### src/rtl/mux_pkg.sv
// Shared constants and helpers for the rr_mux_n selector.
package mux_pkg;

    localparam logic MODE_FIXED = 1'b0;
    localparam logic MODE_RR    = 1'b1;

    // Index width for n channels; a single channel still needs a 1-bit index.
    function automatic int clog2_min1(input int n);
        int r;
        r = 0;
        for (int i = 0; i < 31; i++) begin
            if ((1 << i) < n) r = i + 1;
        end
        return (r < 1) ? 1 : r;
    endfunction

endpackage

### src/rtl/rr_arbiter.sv
// Combinational rotate-priority arbiter: first requester at or after ptr, wrapping.
module rr_arbiter
    import mux_pkg::*;
#(
    parameter int N     = 4,
    parameter int SEL_W = clog2_min1(N)
) (
    input  logic [N-1:0]     req,
    input  logic [SEL_W-1:0] ptr,
    output logic [N-1:0]     gnt
);

    logic found;

    // Two linear passes: indices >= ptr first, then the wrapped part below ptr.
    always_comb begin
        gnt   = '0;
        found = 1'b0;
        for (int i = 0; i < N; i++) begin
            if (!found && req[i] && (i >= int'(ptr))) begin
                gnt[i] = 1'b1;
                found  = 1'b1;
            end
        end
        for (int i = 0; i < N; i++) begin
            if (!found && req[i] && (i < int'(ptr))) begin
                gnt[i] = 1'b1;
                found  = 1'b1;
            end
        end
    end

endmodule

### src/rtl/rr_mux_n.sv
// N-channel registered selector, fixed-select or round-robin, valid/ready on all sides.
// Optional sticky out-of-range select flag: define RR_MUX_ERR_EN.
module rr_mux_n
    import mux_pkg::*;
#(
    parameter int WIDTH = 32,
    parameter int N     = 4,
    parameter int SEL_W = clog2_min1(N)
) (
    input  logic               clk,
    input  logic               reset_n,
    input  logic               mode,
    input  logic [SEL_W-1:0]   sel,
    input  logic [N*WIDTH-1:0] in_data,
    input  logic [N-1:0]       in_valid,
    output logic [N-1:0]       in_ready,
    output logic [WIDTH-1:0]   out_data,
    output logic [SEL_W-1:0]   out_chan,
    output logic               out_valid,
    input  logic               out_ready
`ifdef RR_MUX_ERR_EN
    ,
    output logic               sel_err
`endif
);

    logic [WIDTH-1:0] out_data_q, out_data_d;
    logic [SEL_W-1:0] out_chan_q, out_chan_d;
    logic             out_valid_q, out_valid_d;
    logic [SEL_W-1:0] rr_ptr_q, rr_ptr_d;

    logic [N-1:0]     rr_gnt;
    logic [N-1:0]     fixed_gnt;
    logic [N-1:0]     grant;
    logic [SEL_W-1:0] gnt_idx;
    logic [WIDTH-1:0] gnt_data;
    logic             load;
    logic             xfer;

    rr_arbiter #(
        .N     (N),
        .SEL_W (SEL_W)
    ) u_arb (
        .req (in_valid),
        .ptr (rr_ptr_q),
        .gnt (rr_gnt)
    );

    // An out-of-range sel matches no channel, so the fixed grant is naturally zero.
    always_comb begin
        fixed_gnt = '0;
        for (int i = 0; i < N; i++) begin
            if (sel == SEL_W'(i)) fixed_gnt[i] = in_valid[i];
        end
    end

    assign grant    = (mode == MODE_RR) ? rr_gnt : fixed_gnt;
    assign load     = !out_valid_q || out_ready;
    assign in_ready = (reset_n && load) ? grant : '0;
    assign xfer     = |in_ready;

    always_comb begin
        gnt_idx  = '0;
        gnt_data = '0;
        for (int i = 0; i < N; i++) begin
            if (grant[i]) begin
                gnt_idx  = SEL_W'(i);
                gnt_data = in_data[i*WIDTH +: WIDTH];
            end
        end
    end

    always_comb begin
        out_data_d  = out_data_q;
        out_chan_d  = out_chan_q;
        out_valid_d = out_valid_q;
        rr_ptr_d    = rr_ptr_q;
        if (xfer) begin
            out_data_d  = gnt_data;
            out_chan_d  = gnt_idx;
            out_valid_d = 1'b1;
            rr_ptr_d    = (gnt_idx == SEL_W'(N - 1)) ? '0 : gnt_idx + SEL_W'(1);
        end else if (out_ready) begin
            out_valid_d = 1'b0;
        end
    end

    always_ff @(posedge clk or negedge reset_n) begin
        if (!reset_n) begin
            out_data_q  <= '0;
            out_chan_q  <= '0;
            out_valid_q <= 1'b0;
            rr_ptr_q    <= '0;
        end else begin
            out_data_q  <= out_data_d;
            out_chan_q  <= out_chan_d;
            out_valid_q <= out_valid_d;
            rr_ptr_q    <= rr_ptr_d;
        end
    end

    assign out_data  = out_data_q;
    assign out_chan  = out_chan_q;
    assign out_valid = out_valid_q;

`ifdef RR_MUX_ERR_EN
    logic sel_in_range;
    logic sel_err_q, sel_err_d;

    always_comb begin
        sel_in_range = 1'b0;
        for (int i = 0; i < N; i++) begin
            if (sel == SEL_W'(i)) sel_in_range = 1'b1;
        end
    end

    assign sel_err_d = sel_err_q || ((mode == MODE_FIXED) && !sel_in_range);

    always_ff @(posedge clk or negedge reset_n) begin
        if (!reset_n) sel_err_q <= 1'b0;
        else          sel_err_q <= sel_err_d;
    end

    assign sel_err = sel_err_q;
`endif

endmodule

### config.mk
export PLATFORM = sky130hd
export DESIGN_NAME = rr_mux_n
export DESIGN_NICKNAME = d
export VERILOG_FILES = /design/src/rtl/mux_pkg.sv /design/src/rtl/rr_arbiter.sv /design/src/rtl/rr_mux_n.sv
export SDC_FILE = /design/constraint.sdc
export NUM_CORES = 1
export LEC_CHECK = 0
export ABC_AREA = 1
export CAP_MARGIN = 10
export CORE_ASPECT_RATIO = 0.75
export CORE_UTILIZATION = 36
export DETAILED_ROUTE_END_ITERATION = 8
export GPL_TIMING_DRIVEN = 0
export PLACE_DENSITY_LB_ADDON = 0.15
export SKIP_CTS_REPAIR_TIMING = 1
export SLEW_MARGIN = 20
export SYNTH_ARGS = -nofsm -noshare
export SYNTH_HDL_FRONTEND = slang
export SYNTH_SLANG_ARGS = --single-unit
export TNS_END_PERCENT = 5
### constraint.sdc
create_clock -name clk -period 2.4 [get_ports clk]
set_clock_uncertainty 0.2 [all_clocks]
set_input_delay 0.6 -clock clk [delete_from_list [all_inputs] [get_ports clk]]
set_output_delay 0.6 -clock clk [all_outputs]
set_load 0.05 [all_outputs]
* After elaboration in Yosys (flattened, before gate mapping) *
Cells that the tools add are included.

storage, ports and cells
  flip-flop bits (word level) = 37
  output and inout port bits = 39
  bits of input ports = 138
  logic and storage cells = 67

cells by class
  add/subtract/negate cells = 1
  reductions and logical operators = 24
  $lt $le $gt $ge = 6
  equality and inequality tests = 4
  multiplexer cells = 28

operators by type and width
  operator               count
  $mux W32               4
  $mux W1                19
  $logic_and A1 B1 Y1    13
  $mux W4                2
  $logic_not A1 Y1       7
  $eq A2 B2 Y1 const B   3
  $mux W2                3
  $ge A1 B2 Y1 const A   2
  $lt A1 B2 Y1 const A   2
  $reduce_or A4 Y1       1
  $add A2 B1 Y2 const B  1
  $eq A2 B1 Y1 const B   1
  $ge A2 B2 Y1 const A   1
  $logic_not A2 Y1       1
  $lt A2 B2 Y1 const A   1
  $reduce_bool A2 Y1     1
  $logic_or A1 B1 Y1     1

* Logic depth before layout (Yosys ltp) *
  word-level depth = 32
  depth in mapped cells = 13
  mapped depth without buffers = 12

* By module *
From an unflattened synthesis, not the netlist that was laid out.

second synthesis, totals
  cell total of the unflattened synthesis = 441
  area, all modules = 2698.8 sq um

by module, submodules not included
  module      cells each  area each (sq um)  sequential area each (sq um)  instances
  rr_mux_n    421         2602.5             925.9                         1
  rr_arbiter  20          96.3               0.0                           1

* Worst setup path after synthesis *
OpenSTA, ideal clock, no wires.

  path kind = input -> output
  start point = in in_valid[2]
  end point = out in_ready[2]
  stages = 4
  slack = -0.030 ns
  arrival = 1.630 ns
  data required time = 1.600 ns
  path buffers = 0
  cells stage by stage = inv_1 > o31ai_1 > nand3_2 > inv_1

between the ends
  cells in the longest elaborated chain, start to end = 20
  elaborated cells between the ends (all ways) = 22
  classes of those cells = 9 x mux; 13 x reduce/logical

ends and longest elaborated chain
  element                            line              RTL
  start, declared                    rr_mux_n.sv:15    input logic [N-1:0] in_valid,
  $logic_and A1 B1 Y1 (2 in series)  rr_arbiter.sv:20  if (!found && req[i] && (i >= int'(ptr))) begin
  $mux W1                            rr_arbiter.sv:20
  $logic_not A1 Y1                   rr_arbiter.sv:20
  $logic_and A1 B1 Y1                rr_arbiter.sv:20
  $mux W1                            rr_arbiter.sv:20
  $logic_not A1 Y1                   rr_arbiter.sv:26  if (!found && req[i] && (i < int'(ptr))) begin
  $logic_and A1 B1 Y1 (2 in series)  rr_arbiter.sv:26
  $mux W1                            rr_arbiter.sv:26
  $logic_not A1 Y1                   rr_arbiter.sv:26
  $logic_and A1 B1 Y1 (2 in series)  rr_arbiter.sv:26
  $mux W1                            rr_arbiter.sv:26
  $logic_not A1 Y1                   rr_arbiter.sv:26
  $logic_and A1 B1 Y1 (2 in series)  rr_arbiter.sv:26
  $mux W1                            rr_arbiter.sv:26
  $mux W4 (*)                        rr_mux_n.sv:57    assign grant = (mode == MODE_RR) ? rr_gnt : fixed_gnt;
  $mux W4 (*)                        rr_mux_n.sv:59    assign in_ready = (reset_n && load) ? grant : '0;
  end, declared                      rr_mux_n.sv:16    output logic [N-1:0] in_ready,

Mark *: on every way between the ends. The rest lies on a longest branch, timed or not.

* Worst setup path in the final report *
  start point = reg rr_ptr_q[0]
  end point = out in_ready[1]

between the ends
  cells in the longest elaborated chain, start to end = 24
  elaborated cells between the ends (all ways) = 29
  classes of those cells = 5 x order compare; 9 x mux; 15 x reduce/logical

ends and longest elaborated chain
  element                            line              RTL
  start, declared                    rr_mux_n.sv:30    logic [SEL_W-1:0] rr_ptr_q, rr_ptr_d;
  start signal, assigned             rr_mux_n.sv:98    rr_ptr_q <= rr_ptr_d;
  $ge A1 B2 Y1                       rr_arbiter.sv:20
  $logic_and A1 B1 Y1                rr_arbiter.sv:20
  $mux W1                            rr_arbiter.sv:20
  $logic_not A1 Y1                   rr_arbiter.sv:20
  $logic_and A1 B1 Y1 (2 in series)  rr_arbiter.sv:20
  $mux W1                            rr_arbiter.sv:20
  $logic_not A1 Y1                   rr_arbiter.sv:20
  $logic_and A1 B1 Y1 (2 in series)  rr_arbiter.sv:20
  [... 4 more ...]                   n/a
  $logic_not A1 Y1                   rr_arbiter.sv:26
  $logic_and A1 B1 Y1 (2 in series)  rr_arbiter.sv:26
  $mux W1                            rr_arbiter.sv:26
  $logic_not A1 Y1                   rr_arbiter.sv:26
  $logic_and A1 B1 Y1 (2 in series)  rr_arbiter.sv:26
  $mux W1 (*)                        rr_arbiter.sv:26
  $mux W4 (*)                        rr_mux_n.sv:57
  $mux W4 (*)                        rr_mux_n.sv:59

Marked as above.

==> impl_metrics.toml <==
[sta]
worst_slew_pin_slew_ps = 546.3
worst_slack_ps = -163.7
final.period_utilization_pct = 106.8
slew-limit-headroom_pct = 63.47
slew_viol_final = 0
rsz0062_at_grt = "yes"
setup_violations = 3
hold_viol = 0
period_minus_slack_ps = 2564
fmax_ghz = 0.3901
timing.hold.ws_ps = 43.09

[placed_design]
io_buffers = 176
dp_slack_ps = -1195
place.gp.congestion = 0.8036
hpwl_microns = 7569

[finish]
n_antenna_cell = 0
fillCellCount = 563
area_growth_syn_to_layout_pct = 90.59
fin_nets = 727
drive_gt1_share_pct = 13.56
fin_util_pct = 70.86

[synth]
synthesis.nets = 522
ys_ff_latch = 37
yosysWarningCount = 0
netlist_instances = 384
syn_area_sq_um = 2540
ys_seq_area_share_pct = 36.45
avgSynthCellArea_sq_um = 6.614
yosysUniqueCellTypes = 24

[global_route]
antenna_found_initial = 0
grt_pass1_vias = 3277
track_usage_pct = 26.33
gr-total-overflow = 0
grt_pass1_wl_microns = 15410
grt_max_degree = 32

[clock_network]
cts_root_buffer = "clkbuf_8"
cts_buffers = 5
cts_tree = "done"
cts_sinks = 37
insertion_delay_ps = 290
cts_max_level = 2
cts_buffer_depth = 2
clk_pin_slew_ps = 80

[floorplan]
rows = 26
start_util_pct = 37.18
dieArea_sq_um = 7399
die_w_microns = 98.99
io_pins = 177
die_h_microns = 74.75
core_sq_um = 6832

[worst_setup_path]
r2r-end = "out_data[19]$_DFFE_PN0P_"
crit_required_ps = 1600
r2r_start = "rr_ptr_q[1]$_DFFE_PN0P_"
rrSetupSlack_ps = 30
crit_slowest_cell = "dfrtp_1"
crit_type = "reg -> out"
crit_path_start_kind = "register"
cp-end-kind = "primary output"
ff2ff_path_depth = 13
critPathMaxStageDelay_ps = 460
path_cells = "nand2_2, nand2_2, nand3_4, nor2_4, nand3_2, nand2_4, nand3_4, inv_2, buf_8"
crit_arrival_ps = 1760
path_max_fanout = 4

[outcome]
violations = "setup timing"
status = "finished with violations"

[routing]
via_count = 3588
antenna_left = 0
drtIter0Drc = 223
vias_per_cell = 5.323
wirelength_microns = 10790
wl_per_cell_microns = 16.01
drc = 0
firstDrtPassIters = 5

[worst_hold_path]
min_path_type = "in -> async"

[power_and_ir_drop]
p_leak_nw = 2.204
p_per_area_nw_per_um2 = 897.3
peakVddDrop_uv = 594.6

[flow_run]
maxCapViolCount = 0
## registers in the layout (all words and copies together), names as in the netlist
register   flops
rr_ptr_q       2
out_data      32
out_chan       2
out_valid      1
## placed cells by master (no fill, tap or decap), drive strengths merged
master / count
clkdlybuf4s50: 163
nand2: 153
nand3: 103
dfrtp: 37
nand4: 32
buf: 31
clkbuf: 30
inv: 15
nor2: 7
dlymetal6s2s: 6
o21ai: 4
a21oi: 2
clkinv: 2
a211oi: 1
o31ai: 1
a31oi: 1
o21bai: 1
dlygate4sd3: 1
## through the flow
step | std cells | power [mW] | setup TNS, ps | area (sq um)
floorplan | 384 | 2.663 | 0 | 2545
global placement | 644 | 3.657 | -80880 | 4412
detailed placement | 645 | 3.691 | -19440 | 4427
CTS | 653 | 4.160 | -8746 | 4523
global route | 674 | 4.562 | -840.2 | 4841
finish | 674 | 4.344 | -367.1 | 4841
## power by group
part / switching [mW] / leakage, nW / internal [mW] / total, mW
clock: 0.228 / 0.0512 / 0.233 / 0.461
sequential: 0.173 / 0.455 / 0.896 / 1.07
combinational: 1.79 / 1.70 / 1.03 / 2.81
total: 2.19 / 2.20 / 2.16 / 4.34
## area by class of cell
class | count | area [sq um] | area share, %
plain buffers | 27 | 133.9 | 2.766
clock buffers | 6 | 82.58 | 1.706
clock inverters | 2 | 13.76 | 0.2843
inverters | 15 | 56.30 | 1.163
multi-input cells | 305 | 1544 | 31.89
flip-flops and latches | 37 | 927.1 | 19.15
well taps | 84 | 105.1 | 2.171
repair buffers | 198 | 1978 | 40.86
## worst max-delay path by stage
stage | from | end | slack, ps | cells after the start
detailed placement | in_valid[1] | in_ready[3] | -1190 | 7
finish | rr_ptr_q[0]$_DFFE_PN0P_ | in_ready[1] | -160 | 9
CTS | in_valid[1] | in_ready[3] | -1200 | 7
global placement | reset_n | in_ready[0] | -2380 | 6
floorplan | in_valid[0] | in_ready[1] | 90 | 7
global route | rr_ptr_q[0]$_DFFE_PN0P_ | in_ready[1] | -200 | 9
## critical path, delay by kind of cell, from the launching register on
family	cells	cell delay (ps)
AND/OR/NAND/NOR	7	790
buffers and inverters	2	220
flip-flops	1	460
## synth_stat cells
library cell    n  area, sq um
nand3_2         3        30.03
o21ai_0         3        15.01
a21oi_2         1        8.760
nand4_1        32        200.2
inv_2           2        7.510
nor2_4          1        11.26
o31ai_1         1        7.510
a31oi_1         1        6.260
buf_2           1        5.000
buf_6           3        33.78
nand2_2         4        25.02
a211oi_1        1        7.510
nand3_1       100        500.5
o21ai_2         1        8.760
nand2_1       148        555.5
buf_4           2        15.01
inv_1          13        48.80
dfrtp_1        37        925.9
a21oi_1         1        5.000
nor2_1          5        18.77
nand2_4         1        11.26
clkbuf_1       21        78.83
nor2_2          1        6.260
o21bai_1        1        7.510
## cell families (layout without fill, tap and decap cells)
| family | Yosys count | count (layout) | synth area share, % |
|---|---|---|---|
| simple gates | 295 | 295 | 53.50 |
| buf+inv | 42 | 248 | 7.438 |
| flops | 37 | 37 | 36.45 |
| compound gates | 10 | 10 | 2.611 |
## routing by layer
metal | share of wire (%) | GRT usage, % | wire [microns]
met1 | 43 | 33.28 | 4615
met2 | 48 | 46.70 | 5226
met3 | 7.0 | 6.407 | 760
met4 | 1.8 | 5.307 | 191
met5 | 0 | 0 | 0
Power figures use the tool's default switching activity.
